<file path="config.mk">
export PLATFORM = sky130hd
export DESIGN_NAME = if_fetch_axi
export DESIGN_NICKNAME = d
export VERILOG_FILES = /design/src/rtl/if_fetch_axi_pkg.sv /design/src/rtl/if_fetch_axi_pc_next.sv /design/src/rtl/if_fetch_axi.sv
export SDC_FILE = /design/constraint.sdc
export NUM_CORES = 1
export LEC_CHECK = 0
export CAP_MARGIN = 30
export CORE_MARGIN = 1.5
export CORE_UTILIZATION = 40
export CTS_BUF_LIST = sky130_fd_sc_hd__clkbuf_8
export CTS_CLUSTER_SIZE = 12
export DETAILED_ROUTE_END_ITERATION = 16
export GPL_TIMING_DRIVEN = 0
export PLACE_DENSITY = 0.71
export SYNTH_ARGS = -nofsm -noshare
export SYNTH_HDL_FRONTEND = slang
export SYNTH_SLANG_ARGS = --single-unit
</file>
<file path="constraint.sdc">
create_clock -name clk -period 2.3 [get_ports clk]
set_input_delay 0.69 -clock clk [delete_from_list [all_inputs] [get_ports clk]]
set_output_delay 0.69 -clock clk [all_outputs]
set_load 0.02 [all_outputs]
</file>
<file path="src/rtl/if_fetch_axi_pkg.sv">
// if_fetch_axi_pkg: shared encodings and constants for the instruction-fetch stage
package if_fetch_axi_pkg;
  typedef enum logic [1:0] {IDLE = 2'd0, ADDR = 2'd1, DATA = 2'd2, DONE = 2'd3} state_t;
  localparam logic [31:0] RESET_PC = 32'hBFC00000;
  localparam logic [2:0] ARPROT_INST = 3'b100;
  localparam logic [1:0] RESP_OKAY = 2'b00;
  localparam logic STOP = 1'b1;
  localparam logic NOT_STOP = 1'b0;
  localparam logic [31:0] ZEROWORD = 32'h0;
endpackage

</file>
<file path="src/rtl/if_fetch_axi_pc_next.sv">
// if_fetch_axi_pc_next: next-PC select, flush over branch over sequential advance
module if_fetch_axi_pc_next #(
  parameter int W = 32
) (
  input  logic         flush,
  input  logic [W-1:0] new_pc,
  input  logic         adv,
  input  logic         branch_flag,
  input  logic [W-1:0] branch_target,
  input  logic [W-1:0] pc,
  output logic [W-1:0] npc
);
  always_comb npc = flush ? new_pc : !adv ? pc : branch_flag ? branch_target : pc + W'(4);
endmodule

</file>
<file path="src/rtl/if_fetch_axi.sv">
// if_fetch_axi: IF stage owning the PC, one AXI-Lite read per pipeline advance.
// Define IFETCH_RRESP_CHK_EN to add if_fetch_err and zero the instruction on error responses.
module if_fetch_axi
  import if_fetch_axi_pkg::*;
#(
  parameter int ADDR_W = 32,
  parameter int DATA_W = 32,
  parameter logic [ADDR_W-1:0] RESET_PC = ADDR_W'(if_fetch_axi_pkg::RESET_PC)
) (
  input  logic              clk,
  input  logic              rst,
  input  logic [5:0]        stall,
  input  logic              flush,
  input  logic [ADDR_W-1:0] new_pc,
  input  logic              branch_flag,
  input  logic [ADDR_W-1:0] branch_target,
  output logic [ADDR_W-1:0] if_pc,
  output logic [DATA_W-1:0] if_inst,
  output logic              stallreq_if,
  output logic [ADDR_W-1:0] araddr,
  output logic [2:0]        arprot,
  output logic              arvalid,
  input  logic              arready,
  input  logic [DATA_W-1:0] rdata,
  input  logic [1:0]        rresp,
  input  logic              rvalid,
  output logic              rready
`ifdef IFETCH_RRESP_CHK_EN
  ,
  output logic              if_fetch_err
`endif
);
  state_t state;
  logic [ADDR_W-1:0] pc, npc;
  logic discard, beat_err, unused;
  assign arprot = ARPROT_INST;
`ifdef IFETCH_RRESP_CHK_EN
  assign beat_err = rresp != RESP_OKAY;
  assign unused = ^stall[5:1];
`else
  assign beat_err = 1'b0;
  assign unused = ^{rresp, stall[5:1]};
`endif
  if_fetch_axi_pc_next #(.W(ADDR_W)) u_pc_next (
    .flush(flush),
    .new_pc(new_pc),
    .adv(state == DONE && stall[0] == NOT_STOP),
    .branch_flag(branch_flag),
    .branch_target(branch_target),
    .pc(pc),
    .npc(npc)
  );
  // A flushed fetch keeps its AR/R handshakes; discard marks the beat to drop
  always_ff @(posedge clk) begin
    if (!rst) begin
      state <= IDLE;
      pc <= RESET_PC;
      discard <= 1'b0;
      araddr <= '0;
      arvalid <= 1'b0;
      rready <= 1'b0;
      if_pc <= '0;
      if_inst <= '0;
      stallreq_if <= 1'b0;
    end else begin
      pc <= npc;
      case (state)
        IDLE: begin
          stallreq_if <= 1'b1;
          if (flush || stallreq_if) begin
            state <= ADDR;
            araddr <= npc;
            arvalid <= 1'b1;
          end
        end
        ADDR: begin
          if (flush) discard <= 1'b1;
          if (arready) begin
            state <= DATA;
            arvalid <= 1'b0;
            rready <= 1'b1;
          end
        end
        DATA: begin
          if (rvalid) begin
            rready <= 1'b0;
            if (flush || discard) begin
              discard <= 1'b0;
              state <= ADDR;
              araddr <= npc;
              arvalid <= 1'b1;
            end else begin
              state <= DONE;
              if_pc <= pc;
              if_inst <= beat_err ? DATA_W'(ZEROWORD) : rdata;
              stallreq_if <= 1'b0;
            end
          end else if (flush) discard <= 1'b1;
        end
        DONE: begin
          if (flush || stall[0] == NOT_STOP) begin
            state <= ADDR;
            araddr <= npc;
            arvalid <= 1'b1;
            if_inst <= DATA_W'(ZEROWORD);
            stallreq_if <= 1'b1;
          end
        end
        default: state <= IDLE;
      endcase
    end
  end
`ifdef IFETCH_RRESP_CHK_EN
  always_ff @(posedge clk) begin
    if (!rst) if_fetch_err <= 1'b0;
    else if (state == DATA && rvalid && !flush && !discard) if_fetch_err <= beat_err;
    else if (state == DONE && (flush || stall[0] == NOT_STOP)) if_fetch_err <= 1'b0;
  end
`endif
endmodule

</file>
==> flow_metrics.py, run 1 <==
metrics = {
    "grt": {
        "grt_max_degree": 17,
        "grt_pass1_wl_mm": 38.3,
        "overflow": 0,
        "first_global_vias": 6609,
        "track_usage_pct": 30.3,
        "antenna_found_initial": 0,
    },
    "synth": {
        "synthArstFlopShare_pct": 0,
        "synth-main-ff-cell": "dfxtp_1",
        "synth_compound_area_share_pct": 21.3,
        "syn_area_mm2": 0.00649,
        "syn_inst": 830,
        "synth_seq_cells": 134,
        "yosysTopAreaCellShare_pct": 41.4,
        "synth_top_area_cell": "dfxtp_1",
        "ys_seq_area_share_pct": 41.4,
        "syn_area_per_cell_um2": 7.81,
        "ys_top_cells_by_area": "dfxtp_1 41%, nand2_1 8.9%, a21oi_1 6.8%, nand3b_1 3.8%, o21ai_0 3.2%",
        "synth_top_family_by_area": "simple AND/OR/NAND/NOR gates",
        "synth_edf_count": 0,
        "synth.area.mux_share_pct": 1.74,
        "synth_adder_area_share_pct": 1.16,
        "ys_warn_count": 0,
        "synthSimpleGateAreaFrac_pct": 28.6,
        "yosysUniqueCellTypes": 75,
        "synth-xor-area-share_pct": 0,
    },
    "run": {
        "drv_cap": 0,
    },
    "timing": {
        "maxSlewViolCount": 0,
        "finalHoldViolCount": 0,
        "max-slew-margin-rel_pct": 46.2,
        "hold_slack_ns": 0.452,
        "fin_crit_ns": 2.25,
        "finalWorstSetupSlack_ns": 0.0518,
        "finalSetupTns_ns": 0,
        "fin_skew_ns": 0.0125,
        "fin_crit_sh_pct": 97.7,
        "worst-slew-pin-transition_ns": 0.808,
        "fmax_mhz": 445,
        "final-setup-viol-count": 0,
    },
    "detailed_routing": {
        "drc": 0,
        "ant_nets": 0,
        "totalWireLength_mm": 25.7,
        "wl_met3_mm": 1.88,
        "avgViaCountPerCell": 5.61,
        "top_layer": "met4",
        "wl_met2_mm": 11.2,
        "first_pass_iters": 5,
        "vias": 7175,
        "wl_met1_mm": 11.8,
        "drt_iter0_drc": 717,
        "wl_per_cell_um": 20.1,
    },
    "worst_setup_path": {
        "cp_data_arrival_time_ns": 2.59,
        "crit_fanout": 10,
        "worstSetupStartpointType": "input pin",
        "cp_slowest_stage_delay_ns": 0.42,
        "worstPathCellList": "clkdlybuf4s50_1 > clkbuf_4 > nand2_1 > a21oi_4 > or3_1 > clkbuf_4 > buf_4 > nand3_1 > o21ai_0",
        "reg2regPathDepth": 7,
        "crit_type": "input pin to register",
        "regToRegEndpoint": "araddr[19]",
        "end_kind": "register",
        "r2r_start": "state[1]",
        "slowest_stage": "clkdlybuf4s50_1",
        "cp.required_ns": 2.64,
        "r2r_slack_ns": 0.09,
        "cpLargestDelayFamily": "buffers and inverters",
        "crit_path_frequent_cell": "clkbuf_4",
        "critPathBufInv": 4,
    },
    "cells_and_area": {
        "regArea_mm2": 0.00269,
        "final_cells": 1279,
        "num_antenna_cells": 0,
        "final_common_cell": "clkdlybuf4s50_1",
        "fillers": 1545,
        "multi_input_area_mm2": 0.00356,
        "syn2layout_area_growth_pct": 45.5,
        "final_net_count": 1166,
        "layout_common_cells": "199 x clkdlybuf4s50_1, 153 x nand2_1, 132 x dfxtp_1",
        "drive_gt1_share_pct": 11.1,
        "postLayoutCoreUtil_pct": 59.4,
        "design_area_mm2": 0.00944,
    },
    "floorplan": {
        "dieArea_mm2": 0.0170,
        "fp.dieH_um": 130,
        "die-width_um": 130,
        "fp.coreArea_mm2": 0.0159,
        "num_io_pins": 212,
        "start_util_pct": 40.8,
        "row_count": 46,
    },
    "power_and_ir_drop": {
        "p_leak_nw": 3.39,
        "ir_drop_v": 0.000405,
        "powerDensity_mw_per_mm2": 728,
        "internal_power_mw": 4.65,
        "swShare_pct": 32.3,
        "p_switching_mw": 2.22,
        "totalPowerFinal_mw": 6.87,
        "pwr-share-comb_pct": 26.7,
        "p_seq_share_pct": 39.4,
        "p_clk_share_pct": 33.9,
    },
    "placement": {
        "dp_slack_ns": -1.22,
        "placed_area_mm2": 0.00876,
        "dp_cells": 1247,
        "detailed_place_hpwl_mm": 18.9,
        "gp_congestion": 0.987,
        "numPortBuffers": 200,
    },
    "clock_tree": {
        "clk_pin_slew_ns": 0.08,
        "clock-sinks": 134,
        "cts_buffer_depth": 2,
        "h-tree-depth": 4,
        "cts-buffers-inserted": 17,
        "clk_latency_ns": 0.47,
        "cts_root_buf": "clkbuf_8",
        "cts_tree": "done",
    },
    "worst_hold_path": {
        "holdPathStages": 2,
        "worstHoldEndpoint": "if_inst[6]",
        "hp-class": "register to register",
        "hold_start": "if_inst[6]",
    },
    "status": {
        "run_status": "finished clean",
    },
}
==> cell usage after synthesis, types with 7 or more instances <==
master and count:
a21oi_1 88, a311oi_1 10, and2_1 11, and3_1 11, and4_1 7, buf_2 20
clkbuf_1 44, dfxtp_1 134, inv_1 13, mux2i_1 9, nand2_1 153, nand3_1 39
nand3b_1 33, nand4_1 14, nor2_1 54, nor3_1 13, o21ai_0 41, o31ai_1 18
==> logic make-up after synthesis <==
group / Yosys count
other: 2
DFF: 134
AOI/OAI and AO/OA: 218
adders and majority gates: 6
muxes: 11
buffers and inverters: 89
and+or+nand+nor: 370
==> repair_timing <==
action	in CTS	in global routing
pin swaps	2	3
buffers inserted	2	1
endpoints found under the setup margin	98	105
resized for setup	35	50
hold buffers	0	0
==> worst max-delay path by stage <==
stage              from         end  slack (ns)  cells after the start
2_1_floorplan  stall[0]  araddr[18]        0.20                      8
3_3_place_gp   stall[0]   araddr[6]       -1.14                      8
3_5_place_dp   stall[0]   araddr[6]       -1.22                      8
4_1_cts           pc[2]  araddr[28]      0.0003                      6
5_1_grt           flush  araddr[23]      -0.001                      7
6_report       stall[0]  araddr[23]        0.05                      9
==> worst register-to-register path, stage by stage (launching register included) <==
cell and delay (ns):
dfxtp_1 0.38, ha_2 0.32, clkbuf_2 0.31, nand3b_1 0.30, o21a_1 0.26, o31ai_1 0.08, a2bb2oi_1 0.34, a21oi_1 0.11
==> layer usage <==
| metal | global-route usage [%] | vias to the layer above |
|---|---|---|
| li1 | - | 3403 |
| met1 | 43.3 | 3391 |
| met2 | 44.0 | 323 |
| met3 | 6.36 | 58 |
| met4 | 13.0 | 0 |
| met5 | 0 | - |
==> flip-flops by register name, indices dropped and copies added (netlist names) <==
register and count:
araddr 32, arvalid 1, discard 1, if_inst 32
if_pc 32, pc 32, rready 1, stallreq_if 1
state 2
==> power groups by stage <==
stage / clock (mW) / sequential (mW) / combinational [mW]
after floorplan: 0 / 2.93 / 0.697
after global placement: 0 / 2.75 / 1.72
after detailed placement: 0 / 2.75 / 1.73
after CTS: 2.34 / 2.70 / 1.79
after global routing: 2.44 / 2.74 / 1.95
final: 2.33 / 2.71 / 1.84
==> cell type report <==
class | count | share of cell area (%)
Clock inverter | 15 | 2.40
Inverter | 14 | 0.557
Sequential cell | 134 | 28.4
Clock buffer | 17 | 2.48
Tap cell | 216 | 2.86
Buffer | 72 | 4.14
Timing Repair Buffer | 203 | 21.4
Multi-Input combinational cell | 608 | 37.7
Power figures use the tool's default switching activity.
==> run 2: changes to the inputs <==
- clock period: 2.3 -> 1.9 ns (I/O delays scaled with it)
==> flow_metrics.py, run 2 (synthesized netlist as in run 1, its figures left out) <==
metrics = {
    "status": {
        "run_status": "complete, but fails checks",
        "violations": "negative setup slack",
    },
    "grt": {
        "overflow": 0,
        "grt_pass1_wl_mm": 38.4,
        "first_global_vias": 6871,
        "track_usage_pct": 30.2,
        "grt_max_degree": 17,
        "antenna_found_initial": 0,
    },
    "floorplan": {
        "row_count": 46,
        "start_util_pct": 40.8,
        "fp.coreArea_mm2": 0.0159,
        "die-width_um": 130,
        "dieArea_mm2": 0.0170,
        "fp.dieH_um": 130,
        "num_io_pins": 212,
    },
    "power_and_ir_drop": {
        "powerDensity_mw_per_mm2": 808,
        "totalPowerFinal_mw": 8.15,
        "p_leak_nw": 4.17,
        "ir_drop_v": 0.000447,
    },
    "cells_and_area": {
        "postLayoutCoreUtil_pct": 63.5,
        "final_net_count": 1201,
        "drive_gt1_share_pct": 20.2,
        "layout_common_cells": "151 x nand2_1, 120 x dfxtp_1, 103 x dlygate4sd2_1",
        "syn2layout_area_growth_pct": 55.4,
        "final_common_cell": "nand2_1",
        "num_antenna_cells": 0,
        "fillers": 1463,
    },
    "timing": {
        "maxSlewViolCount": 0,
        "fin_skew_ns": 0.0188,
        "finalHoldViolCount": 0,
        "fin_crit_ns": 2.00,
        "rsz0062_at_grt": "true",
        "finalWorstSetupSlack_ns": -0.100,
        "fmax_mhz": 500,
        "final-setup-viol-count": 25,
        "worst-slew-pin-transition_ns": 0.831,
        "max-slew-margin-rel_pct": 44.6,
        "fin_crit_sh_pct": 105,
    },
    "worst_hold_path": {
        "hp-class": "register to register",
    },
    "worst_setup_path": {
        "crit_type": "register to register",
        "end_kind": "register",
        "cpLargestDelayFamily": "simple AND/OR/NAND/NOR gates",
        "cp_data_arrival_time_ns": 2.39,
        "cp.required_ns": 2.29,
        "worstPathCellList": "ha_4 > or3b_4 > or4_1 > mux2_4 > a31oi_4",
        "cp_slowest_stage_delay_ns": 0.48,
        "worstSetupStartpointType": "register",
        "crit_fanout": 8,
        "slowest_stage": "or4_1",
        "critPathBufInv": 0,
    },
    "detailed_routing": {
        "ant_nets": 0,
        "drc": 0,
        "drt_iter0_drc": 777,
        "avgViaCountPerCell": 5.73,
        "first_pass_iters": 5,
        "totalWireLength_mm": 26.4,
        "vias": 7531,
        "wl_per_cell_um": 20.1,
    },
    "clock_tree": {
        "cts_buffer_depth": 2,
        "h-tree-depth": 4,
        "cts_root_buf": "clkbuf_8",
        "clk_latency_ns": 0.47,
        "cts_tree": "done",
        "clock-sinks": 134,
        "cts-buffers-inserted": 17,
        "clk_pin_slew_ns": 0.09,
    },
    "placement": {
        "detailed_place_hpwl_mm": 18.5,
        "dp_slack_ns": -1.29,
        "gp_congestion": 1.01,
        "numPortBuffers": 200,
    },
    "run": {
        "drv_cap": 0,
    },
}
-- run 2: path summary, 6_finish.rpt --
path,end,slack [ns],cells after the start,startpoint
max,araddr[29],-0.10,5,state[1]
min,if_inst[17],0.45,2,if_inst[17]
max reg2reg,araddr[29],-0.10,5,state[1]
min reg2reg,if_inst[17],0.45,2,if_inst[17]
-- run 2: metal layers --
layer / GRT usage, % / share of wire, % / vias up
li1: - / - / 3470
met1: 42.4 / 44 / 3578
met2: 44.6 / 44 / 418
met3: 5.33 / 8.4 / 65
met4: 14.7 / 4.0 / 0
met5: 0 / 0 / -
-- run 2: repair_timing --
| action | CTS | global route |
|---|---|---|
| pin swaps | 11 | 21 |
| gates cloned | 1 | 2 |
| setup endpoints to repair | 228 | 113 |
| gates resized for setup | 229 | 92 |
| hold buffers | 0 | 0 |
| buffers inserted | 21 | 16 |
-- run 2: power by group --
group	switching, mW	internal [mW]	leakage (nW)
Clock	1.25	1.17	0.200
Combinational	1.39	1.06	2.87
Sequential	0.191	3.08	1.10
Total	2.83	5.32	4.17
-- run 2: per-stage QoR --
| stage | cell area, µm² | hold WS, ns | std cells | setup TNS (ns) |
|---|---|---|---|---|
| after floorplan | 6520 | 0.432 | 831 | -0.0175 |
| after global placement | 8800 | 0.437 | 1247 | -110.07 |
| after detailed placement | 8800 | 0.444 | 1247 | -112.03 |
| after CTS | 9620 | 0.452 | 1297 | -0.205 |
| after global routing | 10100 | 0.470 | 1314 | -3.33 |
| final | 10100 | 0.449 | 1314 | -0.742 |
-- run 2: worst min-delay path, stage by stage (launching register included) --
cell and delay, ns:
dfxtp_1 0.31, nand2_1 0.05, a21oi_1 0.05
-- run 2: final cells by class --
class | instances | area, µm² | share of cell area [%]
clock inverter | 15 | 154 | 1.53
tap | 216 | 270 | 2.68
sequential | 134 | 2710 | 26.9
inverter | 14 | 52.6 | 0.521
buffer | 70 | 502 | 4.98
clock buffer | 17 | 234 | 2.32
timing repair buffer | 240 | 2230 | 22.2
multi-input combinational | 608 | 3920 | 38.9
==> run 3: changes to the inputs <==
- CORE_UTILIZATION: 40 -> 25
- PLACE_DENSITY: 0.71 -> 0.47
==> flow_metrics.py, run 3 (synthesized netlist as in run 1, its figures left out) <==
metrics = {
    "timing": {
        "final-setup-viol-count": 31,
        "worst-slew-pin-transition_ns": 0.871,
        "fin_skew_ns": 0.0195,
        "fin_crit_sh_pct": 105,
        "rsz0062_at_grt": "true",
        "hold_slack_ns": 0.450,
        "fin_crit_ns": 1.99,
        "finalWorstSetupSlack_ns": -0.0876,
        "fmax_mhz": 503,
        "finalHoldViolCount": 0,
        "max-slew-margin-rel_pct": 42.0,
        "maxSlewViolCount": 0,
    },
    "cells_and_area": {
        "layout_common_cells": "142 x nand2_1, 122 x dfxtp_1, 102 x dlygate4sd2_1",
        "postLayoutCoreUtil_pct": 43.0,
        "syn2layout_area_growth_pct": 67.8,
        "drive_gt1_share_pct": 25.4,
        "final_cells": 1443,
        "final_net_count": 1215,
        "final_common_cell": "nand2_1",
    },
    "power_and_ir_drop": {
        "internal_power_mw": 5.57,
        "p_switching_mw": 3.02,
        "powerDensity_mw_per_mm2": 790,
        "p_leak_nw": 4.43,
        "p_seq_share_pct": 38.4,
        "ir_drop_v": 0.000314,
        "p_clk_share_pct": 29.5,
        "swShare_pct": 35.2,
        "pwr-share-comb_pct": 32.1,
    },
    "placement": {
        "numPortBuffers": 200,
        "detailed_place_hpwl_mm": 21.3,
        "gp_congestion": 0.913,
        "dp_cells": 1361,
    },
    "grt": {
        "first_global_vias": 7131,
        "grt_max_degree": 17,
        "overflow": 0,
        "grt_most_used_layer": "met2",
        "antenna_found_initial": 1,
        "met3_usage_pct": 4.22,
        "track_usage_pct": 22.1,
        "met1_usage_pct": 30.0,
        "use_met2_pct": 33.9,
        "grt_pass1_wl_mm": 43.7,
    },
    "floorplan": {
        "start_util_pct": 25.6,
        "die-width_um": 164,
        "dieArea_mm2": 0.0269,
        "fp.coreArea_mm2": 0.0253,
        "row_count": 58,
        "fp.dieH_um": 164,
        "num_io_pins": 212,
    },
    "worst_setup_path": {
        "crit_fanout": 6,
        "worstPathCellList": "ha_4 > or3b_4 > or4_4 > mux2_4 > a31oi_2",
        "worstSetupStartpointType": "register",
        "cp_data_arrival_time_ns": 2.37,
        "end_kind": "register",
        "cp.required_ns": 2.29,
        "crit_type": "register to register",
        "cp_slowest_stage_delay_ns": 0.48,
        "slowest_stage": "or4_4",
    },
    "clock_tree": {
        "cts_buffer_depth": 2,
        "cts_root_buf": "clkbuf_8",
        "clk_pin_slew_ns": 0.08,
        "h-tree-depth": 4,
        "cts_tree": "done",
        "clock-sinks": 134,
        "cts-buffers-inserted": 17,
        "clk_latency_ns": 0.47,
    },
    "detailed_routing": {
        "ant_nets": 0,
        "vias": 7563,
        "wl_per_cell_um": 21.4,
        "first_pass_iters": 5,
        "totalWireLength_mm": 30.8,
        "drt_iter0_drc": 735,
        "avgViaCountPerCell": 5.24,
        "drc": 0,
    },
    "status": {
        "run_status": "complete, but fails checks",
        "violations": "negative setup slack",
    },
    "worst_hold_path": {
        "hp-class": "register to register",
    },
    "run": {
        "drv_cap": 0,
    },
}
==> run 3: final timing paths <==
path	to	start	depth (start not counted)	slack, ns
setup / recovery	araddr[29]	state[0]	5	-0.09
hold / removal	if_inst[6]	if_inst[6]	2	0.45
setup reg to reg	araddr[29]	state[0]	5	-0.09
hold reg to reg	if_inst[6]	if_inst[6]	2	0.45
==> run 3: cell type report <==
type | count | area [µm²]
fill | 2599 | 14400
multi-input combinational | 609 | 4280
sequential | 134 | 2720
timing repair buffer | 254 | 2470
buffer | 69 | 541
tap | 330 | 413
clock buffer | 20 | 275
clock inverter | 12 | 125
inverter | 14 | 52.6
antenna | 1 | 2.50
==> run 3: per-stage QoR <==
stage / instance area, µm² / TNS [ns] / setup slack [ns] / power [mW]
global route: 10900 / -3.24 / -0.141 / 8.95
global placement: 8940 / -120.49 / -1.45 / 5.51
finish: 10900 / -0.988 / -0.0876 / 8.60
floorplan: 6520 / -0.0175 / -0.0175 / 4.40
detailed placement: 8940 / -122.63 / -1.52 / 5.51
CTS: 10100 / -0.666 / -0.0955 / 8.25
==> run 3: per-layer routing <==
metal	vias up	part of all wire, %	routed length (µm)
li1	3515	-	-
met1	3605	44	13700
met2	373	45	13900
met3	70	7.6	2350
met4	0	3.1	964
met5	-	0	0
==> run 3: worst max-delay path, delay by kind of cell (launching register included) <==
kind	cells	cell delay, ns
simple gates	2	0.91
flops	1	0.38
compound gates	1	0.15
fa+ha+maj	1	0.18
mux	1	0.29
==> run 3: repair_timing <==
action                     4_1_cts  5_1_grt
setup endpoints to repair      229      123
gates resized for setup        275      147
buffers inserted                31       16
gates cloned                     3        6
pin swaps                       30       49
hold buffers                     0        0
==> run 3: power groups by stage <==
| stage | sequential [mW] | clock (mW) | combinational (mW) |
|---|---|---|---|
| floorplan | 3.55 | 0 | 0.849 |
| global placement | 3.35 | 0 | 2.16 |
| detailed placement | 3.34 | 0 | 2.17 |
| CTS | 3.28 | 2.57 | 2.40 |
| global route | 3.34 | 2.70 | 2.92 |
| finish | 3.30 | 2.54 | 2.76 |
